**config.mk**
```make
export PLATFORM = sky130hd
export DESIGN_NAME = spi_cmd_deserializer_flat
export DESIGN_NICKNAME = d
export VERILOG_FILES = /design/src/rtl/spi_cmd_if.sv /design/src/rtl/spi_cmd_deserializer.sv /design/src/flat_wrapper.sv
export SDC_FILE = /design/constraint.sdc
export NUM_CORES = 1
export LEC_CHECK = 0
export ABC_AREA = 1
export BUFFER_PORTS_ARGS = -buffer_cell sky130_fd_sc_hd__buf_2
export CORE_AREA = 2 2 55 78
export CTS_BUF_LIST = sky130_fd_sc_hd__clkbuf_8
export DETAILED_ROUTE_END_ITERATION = 6
export DIE_AREA = 0 0 57 80
export PLACE_DENSITY = 0.62
export SLEW_MARGIN = 25
export SYNTH_ARGS = -nofsm -noshare
export SYNTH_HDL_FRONTEND = slang
export SYNTH_SLANG_ARGS = --single-unit
```
**constraint.sdc**
```tcl
create_clock -name spi_clk_i -period 1.6 [get_ports spi_clk_i]
set_input_delay 0.24 -clock spi_clk_i [delete_from_list [all_inputs] [get_ports spi_clk_i]]
set_output_delay 0.24 -clock spi_clk_i [all_outputs]
set_load 0.05 [all_outputs]
```
**src/rtl/spi_cmd_if.sv**
```systemverilog
// Bus bundle between the SPI pins and the register bank: serial inputs and the decoded command outputs.
interface spi_cmd_if #(
  parameter int BYTE_CNT_W = 8
) ();
  logic                  cs;
  logic                  pico_spi;
  logic                  is_write;
  logic [6:0]            addr;
  logic                  addr_valid;
  logic [7:0]            wdata;
  logic                  wdata_valid;
  logic [BYTE_CNT_W-1:0] byte_count;
  logic                  frame_err;

  modport master (
    output cs, pico_spi,
    input  is_write, addr, addr_valid, wdata, wdata_valid, byte_count, frame_err
  );

  modport slave (
    input  cs, pico_spi,
    output is_write, addr, addr_valid, wdata, wdata_valid, byte_count, frame_err
  );
endinterface

```
**src/rtl/spi_cmd_deserializer.sv**
```systemverilog
// SPI slave command front end: shifts PICO in on spi_clk, decodes the R/W + address byte,
// then presents each following byte as wdata with a one-cycle strobe in write frames.
module spi_cmd_deserializer #(
  parameter int NUM_ADDR   = 10,
  parameter int BYTE_CNT_W = 8
) (
  input  logic     spi_clk_i,
  input  logic     rstn_i,
  spi_cmd_if.slave bus
);

  typedef enum logic [1:0] {
    IDLE = 2'd0,
    ADDR = 2'd1,
    DATA = 2'd2
  } state_t;

  localparam logic [6:0] MAX_ADDR = 7'(NUM_ADDR);

  // Dropping chip select clears the whole frame asynchronously, like a reset.
  logic frame_rst_n;
  assign frame_rst_n = rstn_i & bus.cs;

  state_t                state_q, state_d;
  logic [6:0]            sr_q, sr_d;
  logic [2:0]            bit_cnt_q, bit_cnt_d;
  logic                  is_write_q, is_write_d;
  logic [6:0]            addr_q, addr_d;
  logic                  addr_valid_q, addr_valid_d;
  logic [7:0]            wdata_q, wdata_d;
  logic                  wdata_valid_q, wdata_valid_d;
  logic [BYTE_CNT_W-1:0] byte_cnt_q, byte_cnt_d;
  logic                  mid_byte_q, mid_byte_d;
  logic                  frame_err_q, frame_err_d;
  logic [7:0]            full_byte;

  // Only seven history bits are kept: the eighth bit of a byte is the live PICO sample.
  assign full_byte = {sr_q, bus.pico_spi};

  always_comb begin
    state_d       = state_q;
    sr_d          = full_byte[6:0];
    bit_cnt_d     = bit_cnt_q + 3'd1;
    is_write_d    = is_write_q;
    addr_d        = addr_q;
    addr_valid_d  = addr_valid_q;
    wdata_d       = wdata_q;
    wdata_valid_d = 1'b0;
    byte_cnt_d    = byte_cnt_q;
    mid_byte_d    = (bit_cnt_d != 3'd0);
    frame_err_d   = frame_err_q | ((state_q == IDLE) & mid_byte_q);

    case (state_q)
      IDLE: state_d = ADDR;
      ADDR: begin
        if (bit_cnt_q == 3'd7) begin
          state_d      = DATA;
          is_write_d   = full_byte[7];
          addr_d       = full_byte[6:0];
          addr_valid_d = (full_byte[6:0] != 7'd0) && (full_byte[6:0] <= MAX_ADDR);
        end
      end
      DATA: begin
        if (bit_cnt_q == 3'd7) begin
          wdata_d       = full_byte;
          wdata_valid_d = is_write_q;
          if (byte_cnt_q != {BYTE_CNT_W{1'b1}}) begin
            byte_cnt_d = byte_cnt_q + 1'b1;
          end
        end
      end
      default: state_d = IDLE;
    endcase
  end

  always_ff @(posedge spi_clk_i or negedge frame_rst_n) begin
    if (!frame_rst_n) begin
      state_q       <= IDLE;
      sr_q          <= '0;
      bit_cnt_q     <= '0;
      is_write_q    <= 1'b0;
      addr_q        <= '0;
      addr_valid_q  <= 1'b0;
      wdata_q       <= '0;
      wdata_valid_q <= 1'b0;
      byte_cnt_q    <= '0;
    end else begin
      state_q       <= state_d;
      sr_q          <= sr_d;
      bit_cnt_q     <= bit_cnt_d;
      is_write_q    <= is_write_d;
      addr_q        <= addr_d;
      addr_valid_q  <= addr_valid_d;
      wdata_q       <= wdata_d;
      wdata_valid_q <= wdata_valid_d;
      byte_cnt_q    <= byte_cnt_d;
    end
  end

  // Survives chip select so the next frame can report that the previous one was truncated.
  always_ff @(posedge spi_clk_i or negedge rstn_i) begin
    if (!rstn_i) begin
      mid_byte_q  <= 1'b0;
      frame_err_q <= 1'b0;
    end else if (bus.cs) begin
      mid_byte_q  <= mid_byte_d;
      frame_err_q <= frame_err_d;
    end
  end

  assign bus.is_write    = is_write_q;
  assign bus.addr        = addr_q;
  assign bus.addr_valid  = addr_valid_q;
  assign bus.wdata       = wdata_q;
  assign bus.wdata_valid = wdata_valid_q;
  assign bus.byte_count  = byte_cnt_q;
  assign bus.frame_err   = frame_err_q;

endmodule

```
**src/flat_wrapper.sv**
```systemverilog
// flat-port wrapper written by rule: the top's interface ports become plain ports
module spi_cmd_deserializer_flat 
#(
  parameter int NUM_ADDR   = 10,
  parameter int BYTE_CNT_W = 8
)
  (spi_clk_i, rstn_i, bus_cs, bus_pico_spi, bus_is_write, bus_addr, bus_addr_valid, bus_wdata, bus_wdata_valid, bus_byte_count, bus_frame_err);
  spi_cmd_if #(.BYTE_CNT_W(BYTE_CNT_W)) bus_i ();
  input  logic spi_clk_i;
  input  logic rstn_i;
  input wire logic [$bits(bus_i.cs)-1:0] bus_cs;
  input wire logic [$bits(bus_i.pico_spi)-1:0] bus_pico_spi;
  output wire logic [$bits(bus_i.is_write)-1:0] bus_is_write;
  output wire logic [$bits(bus_i.addr)-1:0] bus_addr;
  output wire logic [$bits(bus_i.addr_valid)-1:0] bus_addr_valid;
  output wire logic [$bits(bus_i.wdata)-1:0] bus_wdata;
  output wire logic [$bits(bus_i.wdata_valid)-1:0] bus_wdata_valid;
  output wire logic [$bits(bus_i.byte_count)-1:0] bus_byte_count;
  output wire logic [$bits(bus_i.frame_err)-1:0] bus_frame_err;
  assign bus_i.cs = bus_cs;
  assign bus_i.pico_spi = bus_pico_spi;
  assign bus_is_write = bus_i.is_write;
  assign bus_addr = bus_i.addr;
  assign bus_addr_valid = bus_i.addr_valid;
  assign bus_wdata = bus_i.wdata;
  assign bus_wdata_valid = bus_i.wdata_valid;
  assign bus_byte_count = bus_i.byte_count;
  assign bus_frame_err = bus_i.frame_err;
  spi_cmd_deserializer #(.NUM_ADDR(NUM_ADDR), .BYTE_CNT_W(BYTE_CNT_W)) u_core (.spi_clk_i(spi_clk_i), .rstn_i(rstn_i), .bus(bus_i));
endmodule
```
; ---- After elaboration in Yosys (flattened, before gate mapping)
; Index checks and enable logic that the tools add are counted.
[totals]
register_bits = 40
input_bits = 4
word_cells = 35
[op_classes]
n_addsub = 2
n_lt_le_gt_ge = 1
n_eq_ne = 5
n_mux = 4
n_bitwise = 4
n_reduce_logical = 8
[ops]
columns = op, n
row1 = "adder 8 x 1 -> 8 bit, second input constant", 1
row2 = "!= test 8 bit, second input constant", 1
row3 = "less-or-equal comparator 7 x 4 -> 1 bit, second input constant", 1
row4 = nonzero test 7 bit, 1
row5 = one-hot mux 2 bit (3 select lines), 1
row6 = AND reduction 2 bit, 3
row7 = "adder 3 x 1 -> 3 bit, second input constant", 1
row8 = "== test 3 bit, second input constant", 1
row9 = AND reduction 3 bit, 1
row10 = nonzero test 3 bit, 1
row11 = AND 1 bit, 2
row12 = "== test 2 x 1 -> 1 bit, second input constant", 1
row13 = "== test 2 bit, second input constant", 1
row14 = logical NOT 2 bit, 1
row15 = 2-to-1 mux 1 bit, 2
row16 = 2-to-1 mux 2 bit, 1
row17 = "!= test 2 x 1 -> 1 bit, second input constant", 1
row18 = logical AND 1 bit, 1
row19 = inverter 1 bit, 1
row20 = bitwise OR 1 bit, 1

; ---- Logic depth before layout (Yosys ltp)
[logic_depth]
ltp_word = 3
ltp_mapped = 8

; ---- Worst setup path before layout
; OpenSTA, ideal clock, no wires.
[synth_path]
path_kind = register -> register
from = reg u_core.byte_cnt_q[1] (netlist: u_core.bus.byte_count[1])
to = reg u_core.byte_cnt_q[4] (netlist: u_core.bus.byte_count[4])
arrival_ps = 1448
t_required_ps = 1482
setup_slack_ps = 34
stages_incl_launch_ff = 9
n_path_buf = 0
cell_sequence = dfrtp_1 ha_1 nand2_2 nor2_4 nand2_4 nand2_8 inv_4 nand2_1 nand2_1
[synth_between]
elab_chain_cells = 2
word_cells_on_any_way = 3
classes_between = add/sub (1) / eq/ne (1) / reduce/logical (1)
[synth_lines]
columns = element, line
row1 = start: declaration, spi_cmd_deserializer.sv:32  ; logic [BYTE_CNT_W-1:0] byte_cnt_q, byte_cnt_d;
row2 = start signal: assignment, spi_cmd_deserializer.sv:96  ; byte_cnt_q <= byte_cnt_d;
row3 = branches (longest 2 deep; another with adder 8 x 1 -> 8 bit), -
; Several ways; the timed one is not identified.
; A chain may end at the register's enable or synchronous reset.

; ---- Final worst setup path
[layout_path]
from = reg u_core.bit_cnt_q[0]
to = reg u_core.byte_cnt_q[4] (netlist: u_core.bus.byte_count[4])
[layout_between]
elab_chain_cells = 2
[layout_lines]
columns = element, line
row1 = start: declaration, spi_cmd_deserializer.sv:26  ; logic [2:0] bit_cnt_q, bit_cnt_d;
row2 = start signal: assignment, spi_cmd_deserializer.sv:90  ; bit_cnt_q <= bit_cnt_d;
row3 = == test 3 bit, spi_cmd_deserializer.sv:64  ; if (bit_cnt_q == 3'd7) begin
row4 = AND reduction 3 bit (no line), -
; Every way passes these cells.

==> impl_metrics.csv <==
group,metric,value,unit
outcome,status,"finished clean",
clock_tree,cts_tree,"yes",
critical_path,cp.arrival,1.62,ns
detailed_routing,drtAntennaViolNets,0,
run,maxCapViolCount,0,
clock_tree,h-tree-depth,2,
power_and_ir_drop,powerDensity,967,nW/um2
power_and_ir_drop,switching_power,0.518,mW
cells_and_area,post_route_cells_drive_above_1_share,0.303,
logic_synthesis,ys_types,25,
worst_hold_path,min_path_type,"input pin to flop",
clock_tree,cts_buffer_depth,2,
sta,slew_violations,0,
sta,rsz0062_at_grt,"no",
sta,clock_skew,0.00450,ns
critical_path,cp-end-kind,"flop",
global_routing,grt_max_degree,39,
placed_design,place.gp.congestion,0.826,
detailed_routing,remaining_drc_errors,0,
logic_synthesis,ys_warn_count,0,
global_routing,grt_pass1_wl,5510,um
power_and_ir_drop,p_comb_frac,0.090,
power_and_ir_drop,p_int,1.43,mW
sta,hold_violations,0,
logic_synthesis,ys_ff_latch,40,
power_and_ir_drop,netSwitchingFraction,0.266,
floorplanning,fp.dieH,80,um
critical_path,crit_type,"flop to flop",
detailed_routing,drtPass1Iterations,4,
cells_and_area,area_delta_synth_final,20.0,%
power_and_ir_drop,leakagePower,1.09,nW
power_and_ir_drop,power.share.sequential,0.545,
floorplanning,die_area,4560,um2
detailed_routing,vias,1219,
clock_tree,postCtsSetupBuffers,0,
logic_synthesis,synthesis.area,1680,um2
floorplanning,core_area,3850,um2
detailed_routing,wl_per_cell,12.5,um
detailed_routing,routed_wl,3130,um
sta,worst_pin_slew,0.471,ns
critical_path,cp_data_required_time,1.79,ns
sta,layout_min_cycle_time,1.43,ns
sta,finalSetupTns,0,ns
sta,finalSetupViolations,0,
critical_path,worst-path-max-fanout,10,
placed_design,port-buffer-count,30,
critical_path,cp-start-kind,"flop",
floorplanning,pin_count,31,
logic_synthesis,syn_area_per_cell,10.1,um2
floorplanning,start_util,0.436,
floorplanning,rows,27,
placed_design,place_hpwl,2310,um
clock_tree,clk_pin_slew,0.08,ns
global_routing,grt_usage,0.158,
cells_and_area,final_cell_mix,"51 x nand2_1, 40 x dfrtp_1, 30 x buf_2",
cells_and_area,final_net_count,215,
cells_and_area,final_common_cell,"nand2_1",
cells_and_area,fin_util,0.523,
clock_tree,cts.sinks,40,
power_and_ir_drop,peakVddDrop,0.000801,V
global_routing,grt_overflow,0,
clock_tree,cts_root_buf,"clkbuf_8",
cells_and_area,n_antenna_cell,0,
logic_synthesis,seq_area_frac_synth,0.596,
power_and_ir_drop,clock_power_share,0.364,
detailed_routing,dr.first_iter.drc_count,57,
sta,slew_headroom,0.686,
global_routing,antenna_found_initial,0,
clock_tree,cts_buffers,5,
global_routing,grt_pass1_vias,1200,
sta,fmaxAchievable,0.700,GHz
logic_synthesis,syn-num-nets,174,
logic_synthesis,synthCells,166,
floorplanning,die-width,57,um
detailed_routing,vias_per_cell,4.86,
clock_tree,worstSkewPairLatency,0.29,ns
sta,post-route-period-util,0.892,
## area by class of cell
class	count	area, um2
sequential	40	1000
clock inverter	2	15.0
fill	350	1840
inverter	19	78.8
multi-input combinational	105	586
clock buffer	6	82.6
tap	43	53.8
timing repair buffer	36	198
## worst max-delay path, stage by stage (launching register included)
cell,delay [ns]
dfrtp_1,0.39
ha_1,0.22
ha_2,0.22
nand3_4,0.13
clkinv_4,0.10
nand2_8,0.10
inv_4,0.05
nand2_1,0.06
nand2_1,0.05
## cell families (layout without fill, tap and decap cells)
logic type,count (synthesis),in the layout,share of synthesized area
compound gates,22,22,0.0864
flops,40,40,0.596
xor+xnor,3,3,0.0157
buf+inv,21,63,0.0566
fa+ha+maj,4,4,0.0298
simple gates,76,76,0.215
## Yosys cell counts
cell type / instances / area share
nand2_1: 51 / 0.11
dfrtp_1: 40 / 0.60
inv_1: 16 / 0.036
nor2_1: 9 / 0.020
o21ai_1: 9 / 0.027
o21ai_2: 8 / 0.042
nand3_1: 6 / 0.018
ha_1: 4 / 0.030
a21oi_1: 3 / 0.0089
nand2_2: 2 / 0.0075
nand4_1: 2 / 0.0075
nor2_4: 2 / 0.013
xor2_1: 2 / 0.010
a41o_1: 1 / 0.0060
buf_2: 1 / 0.0030
buf_6: 1 / 0.0067
clkinv_4: 1 / 0.0052
inv_2: 1 / 0.0022
inv_4: 1 / 0.0037
nand2_4: 1 / 0.0067
nand2_8: 1 / 0.012
nand3_2: 1 / 0.0060
nand3_4: 1 / 0.010
o21ai_0: 1 / 0.0030
xnor2_1: 1 / 0.0052
## path summary, 6_finish.rpt
kind                                                     from                                   end  slack, ns  depth (start not counted)
worst min-delay path                             bus_pico_spi              u_core.sr_q[0]$_DFF_PN0_       0.09                          1
worst min register to register       u_core.sr_q[4]$_DFF_PN0_              u_core.sr_q[5]$_DFF_PN0_       0.38                          0
worst max-delay path            u_core.bit_cnt_q[0]$_DFF_PN0_  u_core.bus.byte_count[4]$_DFFE_PN0P_       0.17                          8
worst max register to register  u_core.bit_cnt_q[0]$_DFF_PN0_  u_core.bus.byte_count[4]$_DFFE_PN0P_       0.17                          8
max in group asynchronous                              rstn_i       u_core.bus.wdata[6]$_DFFE_PN0P_       0.62                          5
min in group asynchronous                              bus_cs       u_core.bus.wdata[0]$_DFFE_PN0P_       0.11                          4
## metal layers
layer | share of wire | up-vias | GRT usage | wire [um]
met5 | 0 | - | 0 | 0
met4 | 0.018 | 0 | 0.0558 | 57
met3 | 0.059 | 6 | 0.0454 | 183
met2 | 0.48 | 39 | 0.257 | 1520
met1 | 0.44 | 566 | 0.199 | 1370
li1 | - | 608 | - | -
## sequential cells by signal, indices dropped and copies added, names as in the netlist
name,count
u_core.mid_byte_q,1
u_core.bus.addr_valid,1
u_core.bus.frame_err,1
u_core.bit_cnt_q,3
u_core.bus.addr,7
u_core.bus.wdata_valid,1
u_core.bus.wdata,8
u_core.bus.is_write,1
u_core.state_q,2
u_core.bus.byte_count,8
u_core.sr_q,7
## power groups by stage
| stage | clock (mW) | combinational, mW | sequential [mW] |
|---|---|---|---|
| after floorplan | 0 | 0.0494 | 1.16 |
| after global placement | 0 | 0.175 | 1.08 |
| after detailed placement | 0 | 0.178 | 1.08 |
| after CTS | 0.731 | 0.179 | 1.06 |
| after global routing | 0.782 | 0.192 | 1.07 |
| final | 0.710 | 0.176 | 1.06 |
## what timing repair did
item / 4_1_cts / 5_1_grt
setup endpoints to repair: 0 / 5
resized for setup: 0 / 1
hold buffers: 1 / 0
hold endpoints to repair: 2 / 0
## per-stage QoR
stage / instance area [um2] / worst slack [ns] / hold WS [ns] / cells / power [mW]
floorplan: 1680 / 0.0337 / -0.0556 / 166 / 1.21
global placement: 1900 / 0.139 / 0.0293 / 242 / 1.26
detailed placement: 1900 / 0.0880 / 0.0326 / 242 / 1.26
CTS: 2010 / 0.0697 / 0.0789 / 251 / 1.97
global route: 2010 / 0.0678 / 0.0821 / 251 / 2.04
finish: 2010 / 0.172 / 0.0869 / 251 / 1.95
(Power assumes the default switching activity.)
